$ cat src/rtl/demux_8bits_reg.sv
// Registered 1-to-2 stream demultiplexer: one input stream steered by a select bit
// into two one-entry output holding registers, each with a delivered-word counter.
module demux_8bits_reg #(
    parameter int WIDTH = 8,
    parameter int CNT_W = 8
) (
    input  logic             clk,
    input  logic             rst_n,
    input  logic [WIDTH-1:0] in_data,
    input  logic             in_sel,
    input  logic             in_valid,
    output logic             in_ready,
    output logic [WIDTH-1:0] out0_data,
    output logic             out0_valid,
    input  logic             out0_ready,
    output logic [WIDTH-1:0] out1_data,
    output logic             out1_valid,
    input  logic             out1_ready,
    input  logic             clr_cnt,
    output logic [CNT_W-1:0] cnt0,
    output logic [CNT_W-1:0] cnt1
);

    localparam logic [CNT_W-1:0] CNT_ONE = {{(CNT_W-1){1'b0}}, 1'b1};

    logic [WIDTH-1:0] r_data0;
    logic [WIDTH-1:0] r_data1;
    logic             r_valid0;
    logic             r_valid1;
    logic [CNT_W-1:0] r_cnt0;
    logic [CNT_W-1:0] r_cnt1;

    logic w_room0;
    logic w_room1;
    logic w_hs_in;
    logic w_wr0;
    logic w_wr1;
    logic w_hs0;
    logic w_hs1;
    logic w_valid0_nxt;
    logic w_valid1_nxt;

    // A slot has room when empty or being drained this cycle; only the selected slot gates input.
    assign w_room0  = ~r_valid0 | out0_ready;
    assign w_room1  = ~r_valid1 | out1_ready;
    assign in_ready = in_sel ? w_room1 : w_room0;
    assign w_hs_in  = in_valid & in_ready;
    assign w_wr0    = w_hs_in & ~in_sel;
    assign w_wr1    = w_hs_in & in_sel;
    assign w_hs0    = r_valid0 & out0_ready;
    assign w_hs1    = r_valid1 & out1_ready;

    // Next-state valid flags: a new word wins over a drain so a refill has no bubble.
    always_comb begin
        w_valid0_nxt = r_valid0;
        w_valid1_nxt = r_valid1;
        if (w_wr0) begin
            w_valid0_nxt = 1'b1;
        end else if (w_hs0) begin
            w_valid0_nxt = 1'b0;
        end else begin
            w_valid0_nxt = r_valid0;
        end
        if (w_wr1) begin
            w_valid1_nxt = 1'b1;
        end else if (w_hs1) begin
            w_valid1_nxt = 1'b0;
        end else begin
            w_valid1_nxt = r_valid1;
        end
    end

    // Output holding registers and valid flags.
    always_ff @(posedge clk or negedge rst_n) begin
        if (!rst_n) begin
            r_data0  <= {WIDTH{1'b0}};
            r_data1  <= {WIDTH{1'b0}};
            r_valid0 <= 1'b0;
            r_valid1 <= 1'b0;
        end else begin
            r_valid0 <= w_valid0_nxt;
            r_valid1 <= w_valid1_nxt;
            if (w_wr0) begin
                r_data0 <= in_data;
            end else begin
                r_data0 <= r_data0;
            end
            if (w_wr1) begin
                r_data1 <= in_data;
            end else begin
                r_data1 <= r_data1;
            end
        end
    end

    // Delivered-word counters; clear takes priority over a same-cycle handshake.
    always_ff @(posedge clk or negedge rst_n) begin
        if (!rst_n) begin
            r_cnt0 <= {CNT_W{1'b0}};
            r_cnt1 <= {CNT_W{1'b0}};
        end else if (clr_cnt) begin
            r_cnt0 <= {CNT_W{1'b0}};
            r_cnt1 <= {CNT_W{1'b0}};
        end else begin
            if (w_hs0) begin
                r_cnt0 <= r_cnt0 + CNT_ONE;
            end else begin
                r_cnt0 <= r_cnt0;
            end
            if (w_hs1) begin
                r_cnt1 <= r_cnt1 + CNT_ONE;
            end else begin
                r_cnt1 <= r_cnt1;
            end
        end
    end

    assign out0_data  = r_data0;
    assign out0_valid = r_valid0;
    assign out1_data  = r_data1;
    assign out1_valid = r_valid1;
    assign cnt0       = r_cnt0;
    assign cnt1       = r_cnt1;

endmodule
$ cat config.mk
export PLATFORM = sky130hd
export DESIGN_NAME = demux_8bits_reg
export DESIGN_NICKNAME = d
export VERILOG_FILES = /design/src/rtl/demux_8bits_reg.sv
export SDC_FILE = /design/constraint.sdc
export NUM_CORES = 1
export LEC_CHECK = 0
export BUFFER_PORTS_ARGS = -buffer_cell sky130_fd_sc_hd__buf_4
export CAP_MARGIN = 5
export CORE_UTILIZATION = 49
export DETAILED_ROUTE_END_ITERATION = 8
export GPL_ROUTABILITY_DRIVEN = 0
export PLACE_DENSITY_LB_ADDON = 0.12
export SLEW_MARGIN = 0
export SYNTH_ARGS = -nofsm -noshare
export SYNTH_HDL_FRONTEND = slang
export SYNTH_SLANG_ARGS = --single-unit
$ cat constraint.sdc
create_clock -name clk -period 1.7 [get_ports clk]
set_clock_uncertainty 0.15 [all_clocks]
set_input_delay 0.34 -clock clk [delete_from_list [all_inputs] [get_ports clk]]
set_output_delay 0.34 -clock clk [all_outputs]
set_load 0.05 [all_outputs]
# == Word level (Yosys, flattened, before mapping) ==
# Index checks and enable logic that the tools add are counted.
# classes
addsub,2
multipliers,0
div_mod_pow,0
magnitude_cmp,0
eq_ne,0
shift,0
muxes,9
n_bitwise,10
n_reduce_logical,4
# ops
operator,n
$mux W8,4
$add A8 B1 Y8 const B,2
$reduce_bool A2 Y1,4
$and A1 B1 Y1,5
$mux W1,5
$not A1 Y1,3
$or A1 B1 Y1,2
# totals
ff_bits,34
latch_bits,0
mem_bits_rw,0
romBits,0
elab_cells,31
mem_count,0

# == Logic depth before layout (Yosys ltp) ==
# Gate-level depths: netlist of the first run.
# depth
word_depth,6
depth_mapped,4
ltp_nobuf,4

# == Worst setup path after synthesis of the first run ==
# Ideal clock, no wire load.
# synth_path
path_kind,register to register
startpoint,"reg r_valid0, in the netlist out0_valid"
endpoint,"reg r_cnt0[7], in the netlist cnt0[7]"
setup_ns,0.078
t_arrival_ns,1.563
required_time_ns,1.472
path_slack_ns,-0.091
stages_incl_launch_ff,4
path_buffers,0
path_cell_list,dfrtp_1 nand2_1 or4_1 a21oi_1
# synth_via
elab_chain_len,2
# synth_lines
element,line_no,source
"start, declared",28,logic r_valid0;
"start signal, assigned",81,r_valid0 <= w_valid0_nxt;
$and A1 B1 Y1,50,assign w_hs0 = r_valid0 & out0_ready;
$reduce_bool A2 Y1 (no line),n/a,
"end signal, assigned",99,r_cnt0 <= {CNT_W{1'b0}};
"end signal, assigned",102,r_cnt0 <= {CNT_W{1'b0}};
"end signal, assigned",106,r_cnt0 <= r_cnt0 + CNT_ONE;
"end, declared",30,logic [CNT_W-1:0] r_cnt0;
# No other way between the ends.
# A chain may end at the register's enable or synchronous reset.

# == Worst setup path in the final report of the first run ==
# layout_path
startpoint,"reg r_valid0, in the netlist out0_valid"
endpoint,out in_ready
# layout_via
elab_chain_len,3
# layout_lines
element,line_no,source
$not A1 Y1,44,assign w_room0 = ~r_valid0 | out0_ready;
$or A1 B1 Y1,44,
$mux W1,46,assign in_ready = in_sel ? w_room1 : w_room0;
"end, declared",12,"output logic in_ready,"
# No other way between the ends.

==> results of run 1 <==
==> worst max-delay path: stages, from the launching register on <==
cell and delay, ns:
dfrtp_2 0.40, nand2b_4 0.06, mux2_4 0.28, buf_8 0.15
==> flip-flops by register name, summed over array words and instances (netlist names) <==
register / flops
out0_data: 8
out0_valid: 1
cnt1: 8
out1_data: 8
cnt0: 8
out1_valid: 1
==> cells by family after synthesis <==
kind of cell,synth area share
buffers and inverters,0.01359
AO/OA/AOI/OAI,0.08496
AND/OR/NAND/NOR,0.1529
adder cells (fa/ha/maj),0.01699
XOR/XNOR,0.02379
multiplexers,0.1300
flip-flops,0.5777
==> cell type report <==
type	count	area, um2
multi-input cells	85	620.6
fillers	205	757.0
repair buffers	56	442.9
well taps	31	38.79
clock inverters	3	45.04
flip-flops and latches	34	855.8
clock buffers	5	37.54
inverters	2	7.507
==> cell usage after synthesis, drive strengths merged <==
| library cell | count | area share |
|---|---|---|
| mux2 | 17 | 0.13 |
| nand3 | 8 | 0.027 |
| dfrtp | 34 | 0.58 |
| ha | 2 | 0.017 |
| inv | 2 | 0.0051 |
| nor2 | 4 | 0.010 |
| nand2b | 2 | 0.0085 |
| nor3b | 1 | 0.013 |
| xnor2 | 1 | 0.0059 |
| nand2 | 8 | 0.022 |
| or3 | 6 | 0.026 |
| a21oi | 12 | 0.041 |
| nand4 | 4 | 0.017 |
| xor2 | 3 | 0.018 |
| clkbuf | 2 | 0.0051 |
| or4 | 4 | 0.020 |
| o21ai | 7 | 0.024 |
| nor2b | 1 | 0.0043 |
| o31ai | 4 | 0.020 |
| and3 | 1 | 0.0043 |
| buf | 1 | 0.0034 |
==> repair_timing <==
action                                  CTS  global route
resized for setup                         4             1
endpoints found under the hold margin    34             0
pin swaps                                 0             0
hold buffers                              1             0
setup buffers                             3             0
endpoints found under the setup margin    1             1
==> worst min path at each step <==
stage | from | endpoint | cells after the start
floorplan | rst_n | cnt0[0]$_DFFE_PN0P_ | 0
global placement | rst_n | cnt1[7]$_DFFE_PN0P_ | 1
detailed placement | rst_n | cnt1[7]$_DFFE_PN0P_ | 1
CTS | in_sel | out0_valid$_DFFE_PN0P_ | 2
global route | in_data[3] | out0_data[3]$_DFFE_PN0P_ | 2
finish | in_sel | out0_valid$_DFFE_PN0P_ | 2
==> placed cells by master (no fill, tap or decap), drive strengths merged <==
| cell type | count |
|---|---|
| mux2 | 17 |
| nand2 | 8 |
| nor2b | 1 |
| or3 | 6 |
| xor2 | 3 |
| or4 | 4 |
| nor3b | 1 |
| nand3 | 8 |
| clkbuf | 5 |
| xnor2 | 1 |
| and3 | 1 |
| nor2 | 4 |
| nand4 | 4 |
| o21ai | 7 |
| dfrtp | 34 |
| bufinv | 1 |
| ha | 2 |
| inv | 2 |
| buf | 55 |
| clkinvlp | 2 |
| o31ai | 4 |
| a21oi | 12 |
| nand2b | 2 |
| dlygate4sd3 | 1 |
==> layer usage <==
layer	routed length [um]	part of all wire
met2	1731	0.54
met3	208	0.065
met5	0	0
met4	19	0.0059
met1	1257	0.39
==> where the power goes <==
group	switching [mW]	total (mW)	internal [mW]
combinational	0.415	0.635	0.220
sequential	0.0516	0.941	0.889
clock	0.282	0.590	0.308
==> flow_summary_export.csv, run 1 <==
group,metric,value,unit
worst_setup_path,crit_type,"flip-flop to primary output",
route,totalWireLength,3217,um
grt,grt_max_degree,35,
cts,htree_levels,2,
floorplan,core,0.002805,mm2
finish,fin_nets,201,
sta,max_freq,584.3,MHz
cts,cts_tree,"done",
worst_setup_path,worstPathMaxFanout,2,
finish,n_antenna_cell,0,
power_and_ir_drop,vdd.ir_drop.worst,758.3,uV
place,preCtsSetupSlack,0.08582,ns
finish,design_area,0.002048,mm2
route,drtPass1Iterations,6,
worst_setup_path,startpoint,"out0_valid$_DFFE_PN0P_",
worst_setup_path,reg2reg_from,"out1_valid$_DFFE_PN0P_",
finish,drive_gt1_frac,0.4811,
floorplan,dieHeight,56.82,um
sta,tightest_slew,0.4205,ns
route,drcViolationCount,2,
sta,period_share,1.007,
grt,antenna_found_initial,0,
cts,numClockSinks,34,
finish,fin_cells,216,
grt,grt_first_pass_wirelength,5492,um
cts,root_buffer,"clkbuf_4",
sta,final_hold_viol_count,0,
power_and_ir_drop,power_density,1058,mW/mm2
sta,holdWs,0.08667,ns
worst_setup_path,critPathLaunchType,"flip-flop",
power_and_ir_drop,leakagePower,0.9384,nW
place,dpl.hpwl,2331,um
synth,synth-seq-cells,34,
synth,synth_fp_nets,141,
run_status,status,"finished with violations",
sta,setup_tns,-0.01140,ns
cts,numCtsBuffers,5,
sta,finalWorstSetupSlack,-0.01140,ns
floorplan,die_x,56.82,um
sta,period_needed,1.711,ns
place,dpl-instance-area,0.001907,mm2
grt,grt_pass1_vias,1211,
run_status,violations,"design-rule violations, negative setup slack",
floorplan,rows,19,
sta,slew_violations,0,
finish,area_growth_syn_to_layout,39.08,%
route,via_per_inst,5.583,
place,io_buffer_count,49,
worst_setup_path,crit_arrival,1.22,ns
sta,finalSetupViolations,1,
grt,busiest_layer,"met2",
synth,syn_area_per_cell,11.88,um2
worst_setup_path,worstSetupEndpoint,"in_ready",
floorplan,die-area,0.003229,mm2
worst_hold_path,hp-class,"input port to flip-flop",
grt,gr-usage-all-layers,0.2278,
worst_setup_path,worst_r2r_path_depth,4,
power_and_ir_drop,p_total,2.166,mW
synth,yosys_warnings,0,
sta,rsz0062_at_grt,"yes",
grt,met2_usage,0.3980,
grt,overflow,0,
worst_setup_path,r2r_setup_slack,0.11,ns
worst_setup_path,crit_path_end_kind,"primary output",
cts,clockBufferDepth,2,
route,ant_nets,0,
route,drt_iter0_markers,37,
sta,max_slew_margin,0.7197,
floorplan,io_pins,50,
cts,clk_latency,0.33,ns
place,placedCellCount,204,
run,cap_viol_max_count,0,
synth,yosysUniqueCellTypes,23,
grt,met3_usage,0.07834,
route,num_vias,1206,
floorplan,initial_core_util,0.5250,
synth,seq_area_frac_synth,0.5777,
synth,synth_area,0.001473,mm2
cts,clk_pin_slew,0.11,ns
worst_setup_path,r2r-end,"cnt1[6]$_DFFE_PN0P_",
worst_setup_path,cp.required,1.21,ns
synth,synthCells,124,
route,detail_route.wl_per_cell,14.89,um
finish,utilization,0.7302,
grt,met1_usage,0.2691,
(Power assumes the default switching activity.)
==> run 2: changes to the inputs <==
CORE_MARGIN = 4   (was default)
CORE_UTILIZATION = 40   (was 49)
==> flow_summary_export.csv, run 2 (same netlist as run 1, synthesis figures left out) <==
group,metric,value,unit
run,cap_viol_max_count,0,
finish,regArea,855.8,um2
worst_setup_path,r2r_setup_slack,0.17,ns
finish,final_common_cell,"buf_4",
cts,clockBufferDepth,2,
cts,htree_levels,2,
floorplan,die_x,68.68,um
route,via_per_inst,5.230,
grt,overflow,0,
worst_hold_path,hp-class,"input port to flip-flop",
route,num_vias,1203,
worst_setup_path,cp.required,1.21,ns
route,totalWireLength,3219,um
worst_setup_path,worst_r2r_path_depth,4,
finish,design_area,0.002063,mm2
finish,utilization,0.5994,
cts,numClockSinks,34,
cts,root_buffer,"clkbuf_8",
grt,gr-usage-all-layers,0.1469,
sta,max_slew_margin,0.7213,
place,dpl.hpwl,2327,um
grt,grt_max_degree,35,
cts,cts_tree,"done",
worst_setup_path,crit_family,"flip-flops",
power_and_ir_drop,leakagePower,0.9384,nW
sta,period_share,0.9650,
place,io_buffer_count,49,
route,ant_nets,0,
worst_setup_path,r2r-end,"cnt0[7]$_DFFE_PN0P_",
finish,final_cell_mix,"buf_4 (52), dfrtp_1 (30), mux2_2 (17)",
worst_hold_path,whs_path_depth,3,
worst_hold_path,hold_end,"out1_valid$_DFFE_PN0P_",
sta,finalWorstSetupSlack,0.05951,ns
floorplan,io_pins,50,
sta,finalSetupViolations,0,
route,detail_route.wl_per_cell,14.00,um
finish,fin_nets,200,
power_and_ir_drop,vdd.ir_drop.worst,628.4,uV
sta,slew_violations,0,
worst_setup_path,crit_chain,"nand2b_4 -> mux2_2 -> buf_6",
sta,max_freq,609.6,MHz
worst_setup_path,path_buf_inv,1,
finish,area_growth_syn_to_layout,40.10,%
sta,setup_tns,0,ns
finish,multi_input_area,619.3,um2
sta,period_needed,1.640,ns
floorplan,core,0.003442,mm2
grt,grt_pass1_vias,1140,
power_and_ir_drop,power_density,1050,mW/mm2
grt,grt_first_pass_wirelength,5043,um
route,drtPass1Iterations,4,
route,drt_iter0_markers,91,
worst_setup_path,crit_path_end_kind,"primary output",
sta,holdWs,0.1406,ns
floorplan,dieHeight,68.68,um
worst_setup_path,crit_type,"flip-flop to primary output",
sta,final_hold_viol_count,0,
worst_setup_path,critPathLaunchType,"flip-flop",
worst_setup_path,crit_arrival,1.15,ns
finish,fin_cells,230,
floorplan,die-area,0.004716,mm2
cts,clk_latency,0.28,ns
sta,rsz0062_at_grt,"no",
cts,numCtsBuffers,5,
worst_setup_path,worstPathMaxFanout,3,
finish,fill_cells,309,
place,dpl-instance-area,0.001926,mm2
cts,clk_pin_slew,0.06,ns
worst_setup_path,max_stage_delay,0.39,ns
worst_setup_path,crit_slowest_cell,"dfrtp_2",
finish,n_antenna_cell,0,
worst_hold_path,min-delay-start,"in_valid",
route,drcViolationCount,0,
grt,antenna_found_initial,0,
power_and_ir_drop,p_total,2.166,mW
worst_setup_path,reg2reg_from,"out0_valid$_DFFE_PN0P_",
sta,tightest_slew,0.4180,ns
place,placedCellCount,219,
finish,drive_gt1_frac,0.4783,
floorplan,rows,21,
floorplan,initial_core_util,0.4278,
run_status,status,"finished clean",
place,preCtsSetupSlack,0.08434,ns
## run 2: changes by cell type in the layout (fill, tap and decap cells not counted)
cell        delta
clkinvlp_4     -2
clkbuf_8       +6
nand2_2        +1
mux2_2         +1
nand2_1        -1
clkbuf_1       +1
bufinv_16      -1
buf_4          -1
mux2_4         -1
clkinv_2       +1
buf_8          -1
clkbuf_4       -5
buf_6          +1
## run 2: routing by layer
| layer | global-route usage | share of wire | routed length [um] | up-vias |
|---|---|---|---|---|
| met5 | 0 | 0 | 0 | - |
| met2 | 0.2372 | 0.50 | 1610 | 42 |
| met1 | 0.1715 | 0.40 | 1289 | 581 |
| li1 | - | - | - | 578 |
| met3 | 0.05186 | 0.092 | 295 | 2 |
| met4 | 0.07444 | 0.0075 | 24 | 0 |
## run 2: timing repair
item | in CTS | in global routing
gates resized for setup | 0 | 4
hold endpoints to repair | 34 | 0
setup endpoints to repair | 1 | 1
hold buffers | 1 | 0
setup buffers | 2 | 0
## run 2: power by group
group          internal [mW]  switching [mW]  leakage, nW
logic                  0.216           0.411        0.461
registers              0.890          0.0506        0.429
clock network          0.326           0.272       0.0482
## run 2: worst max path at each step
stage	slack [ns]	start	cells past startpoint	endpoint
after floorplan	-0.03	cnt0[2]$_DFFE_PN0P_	3	cnt0[7]$_DFFE_PN0P_
after global placement	0.1	out1_ready	5	out1_data[6]$_DFFE_PN0P_
after detailed placement	0.08	out1_ready	5	out1_data[0]$_DFFE_PN0P_
after CTS	0.02	out0_valid$_DFFE_PN0P_	3	in_ready
after global routing	0.006	out1_valid$_DFFE_PN0P_	3	in_ready
final	0.06	out1_valid$_DFFE_PN0P_	3	in_ready
## run 2: final cells by class
cell class,count,share of cell area
flip-flops and latches,34,0.4148
multi-input cells,85,0.3002
repair buffers,55,0.2092
clock buffers,7,0.04184
well taps,46,0.02790
inverters,2,0.003639
clock inverters,1,0.002426
## run 2: worst min-delay path: stages
cell,delay [ns]
buf_4,0.08
nand2_1,0.06
nand2_1,0.06
==> run 3: changes to the inputs <==
ABC_AREA = 1   (was default)
==> flow_summary_export.csv, run 3 <==
group,metric,value,unit
synth,synthCells,182,
synth,async_flop_share,1.000,
grt,gr-usage-all-layers,0.1469,
run_status,status,"finished clean",
power_and_ir_drop,vdd.ir_drop.worst,568.2,uV
worst_hold_path,hp-class,"input port to flip-flop",
grt,antenna_found_initial,0,
sta,finalSetupViolations,0,
grt,grt_pass1_vias,1320,
worst_setup_path,path_buf_inv,1,
worst_setup_path,worstPathMaxFanout,3,
cts,root_buffer,"clkbuf_8",
cts,cts_tree,"done",
floorplan,die-area,0.005038,mm2
place,preCtsSetupSlack,0.1978,ns
synth,synthTopCellsByArea,"dfrtp_1 (54%), nand2_1 (10%), nor2_1 (5.7%)",
place,dpl.hpwl,2372,um
cts,numClockSinks,34,
finish,fin_nets,254,
grt,overflow,0,
run,cap_viol_max_count,0,
sta,rsz0062_at_grt,"no",
route,totalWireLength,3326,um
worst_setup_path,cp.required,1.21,ns
worst_setup_path,crit_slowest_cell,"dfrtp_2",
route,num_vias,1327,
sta,max_freq,604.3,MHz
floorplan,core,0.003744,mm2
place,io_buffer_count,49,
cts,clockBufferDepth,2,
power_and_ir_drop,leakagePower,1.117,nW
synth,yosysTopAreaCellShare,0.5363,
finish,fill_cells,374,
finish,n_antenna_cell,0,
floorplan,dieHeight,70.98,um
grt,grt_max_degree,35,
synth,syn_area_per_cell,8.717,um2
sta,final_hold_viol_count,0,
worst_setup_path,crit_family,"flip-flops",
floorplan,initial_core_util,0.4238,
route,drtPass1Iterations,4,
finish,final_common_cell,"buf_4",
finish,area_growth_syn_to_layout,35.41,%
finish,final_cell_mix,"buf_4 (49), nand2_1 (44), dfrtp_1 (33)",
synth,yosysUniqueCellTypes,23,
cts,clk_pin_slew,0.06,ns
worst_setup_path,crit_chain,"nand2_4 -> nor2_2 -> a31oi_4 -> buf_6",
synth,synthFlopType,"dfrtp_1",
synth,synth_edf_count,0,
synth,seq_area_frac_synth,0.5363,
worst_setup_path,crit_type,"flip-flop to primary output",
floorplan,rows,22,
synth,yosys_warnings,0,
cts,clk_latency,0.29,ns
worst_setup_path,max_stage_delay,0.42,ns
place,dpl-instance-area,0.002009,mm2
worst_setup_path,crit_arrival,1.16,ns
synth,synth_area_leader_cell,"dfrtp_1",
sta,tightest_slew,0.4169,ns
synth,synth-seq-cells,34,
cts,htree_levels,2,
synth,synth_fp_nets,199,
synth,yosysMostFrequentCell,"nand2_1",
worst_setup_path,critPathLaunchType,"flip-flop",
sta,finalWorstSetupSlack,0.04524,ns
grt,grt_first_pass_wirelength,5782,um
finish,drive_gt1_frac,0.3445,
power_and_ir_drop,p_total,2.236,mW
worst_setup_path,crit_path_end_kind,"primary output",
sta,holdWs,0.06221,ns
sta,period_share,0.9734,
finish,utilization,0.5739,
sta,max_slew_margin,0.7218,
sta,period_needed,1.655,ns
floorplan,die_x,70.98,um
route,drt_iter0_markers,79,
finish,design_area,0.002148,mm2
route,ant_nets,0,
route,detail_route.wl_per_cell,11.63,um
floorplan,io_pins,50,
place,placedCellCount,276,
synth,synth_area,0.001587,mm2
sta,setup_tns,0,ns
route,via_per_inst,4.640,
power_and_ir_drop,power_density,1041,mW/mm2
synth,yosys-top-cells-count,"nand2_1 (44), dfrtp_1 (34), nor2_1 (24)",
finish,fin_cells,286,
worst_setup_path,r2r_setup_slack,0.37,ns
sta,slew_violations,0,
cts,numCtsBuffers,5,
route,drcViolationCount,0,
[run 3: repair_timing]
| action | in CTS | in global routing |
|---|---|---|
| endpoints found under the hold margin | 34 | 0 |
| setup buffers | 1 | 0 |
| gates resized for setup | 2 | 1 |
| pin swaps | 0 | 1 |
| endpoints found under the setup margin | 1 | 1 |
| hold buffers | 1 | 0 |
[run 3: logic make-up after synthesis]
logic type | after synthesis | synth area share
simple gates | 90 | 0.2642
flops | 34 | 0.5363
compound gates | 28 | 0.1080
buf+inv | 27 | 0.07019
fa+ha+maj | 2 | 0.01577
xor+xnor | 1 | 0.005522
[run 3: cell type report]
| type | instances | area, um2 | share of cell area |
|---|---|---|---|
| Sequential cell | 34 | 852.1 | 0.3966 |
| Multi-Input combinational cell | 121 | 646.9 | 0.3011 |
| Timing Repair Buffer | 51 | 389.1 | 0.1811 |
| Clock buffer | 8 | 110.1 | 0.05125 |
| Inverter | 24 | 90.09 | 0.04193 |
| Tap cell | 48 | 60.06 | 0.02796 |
[run 3: path summary, 6_finish.rpt]
path | cells after the start | startpoint | endpoint
hold / removal | 2 | clr_cnt | cnt1[0]$_DFFE_PN0P_
max in group asynchronous | 2 | rst_n | out0_valid$_DFFE_PN0P_
min in group asynchronous | 2 | rst_n | cnt0[4]$_DFFE_PN0P_
setup reg to reg | 6 | cnt1[0]$_DFFE_PN0P_ | cnt1[6]$_DFFE_PN0P_
hold reg to reg | 2 | out0_data[0]$_DFFE_PN0P_ | out0_data[0]$_DFFE_PN0P_
setup / recovery | 4 | out0_valid$_DFFE_PN0P_ | in_ready
[run 3: metal layers]
| layer | track usage | wire (um) | part of all wire | up-vias |
|---|---|---|---|---|
| met5 | 0 | 0 | 0 | - |
| met4 | 0.08768 | 78 | 0.023 | 0 |
| met3 | 0.04830 | 276 | 0.083 | 7 |
| met2 | 0.2338 | 1512 | 0.45 | 38 |
| met1 | 0.1717 | 1458 | 0.44 | 599 |
| li1 | - | - | - | 683 |
[run 3: where the power goes]
part	internal (mW)	switching [mW]	total (mW)
logic	0.182	0.418	0.600
registers	0.883	0.0541	0.937
clock network	0.409	0.289	0.698
total	1.47	0.762	2.24
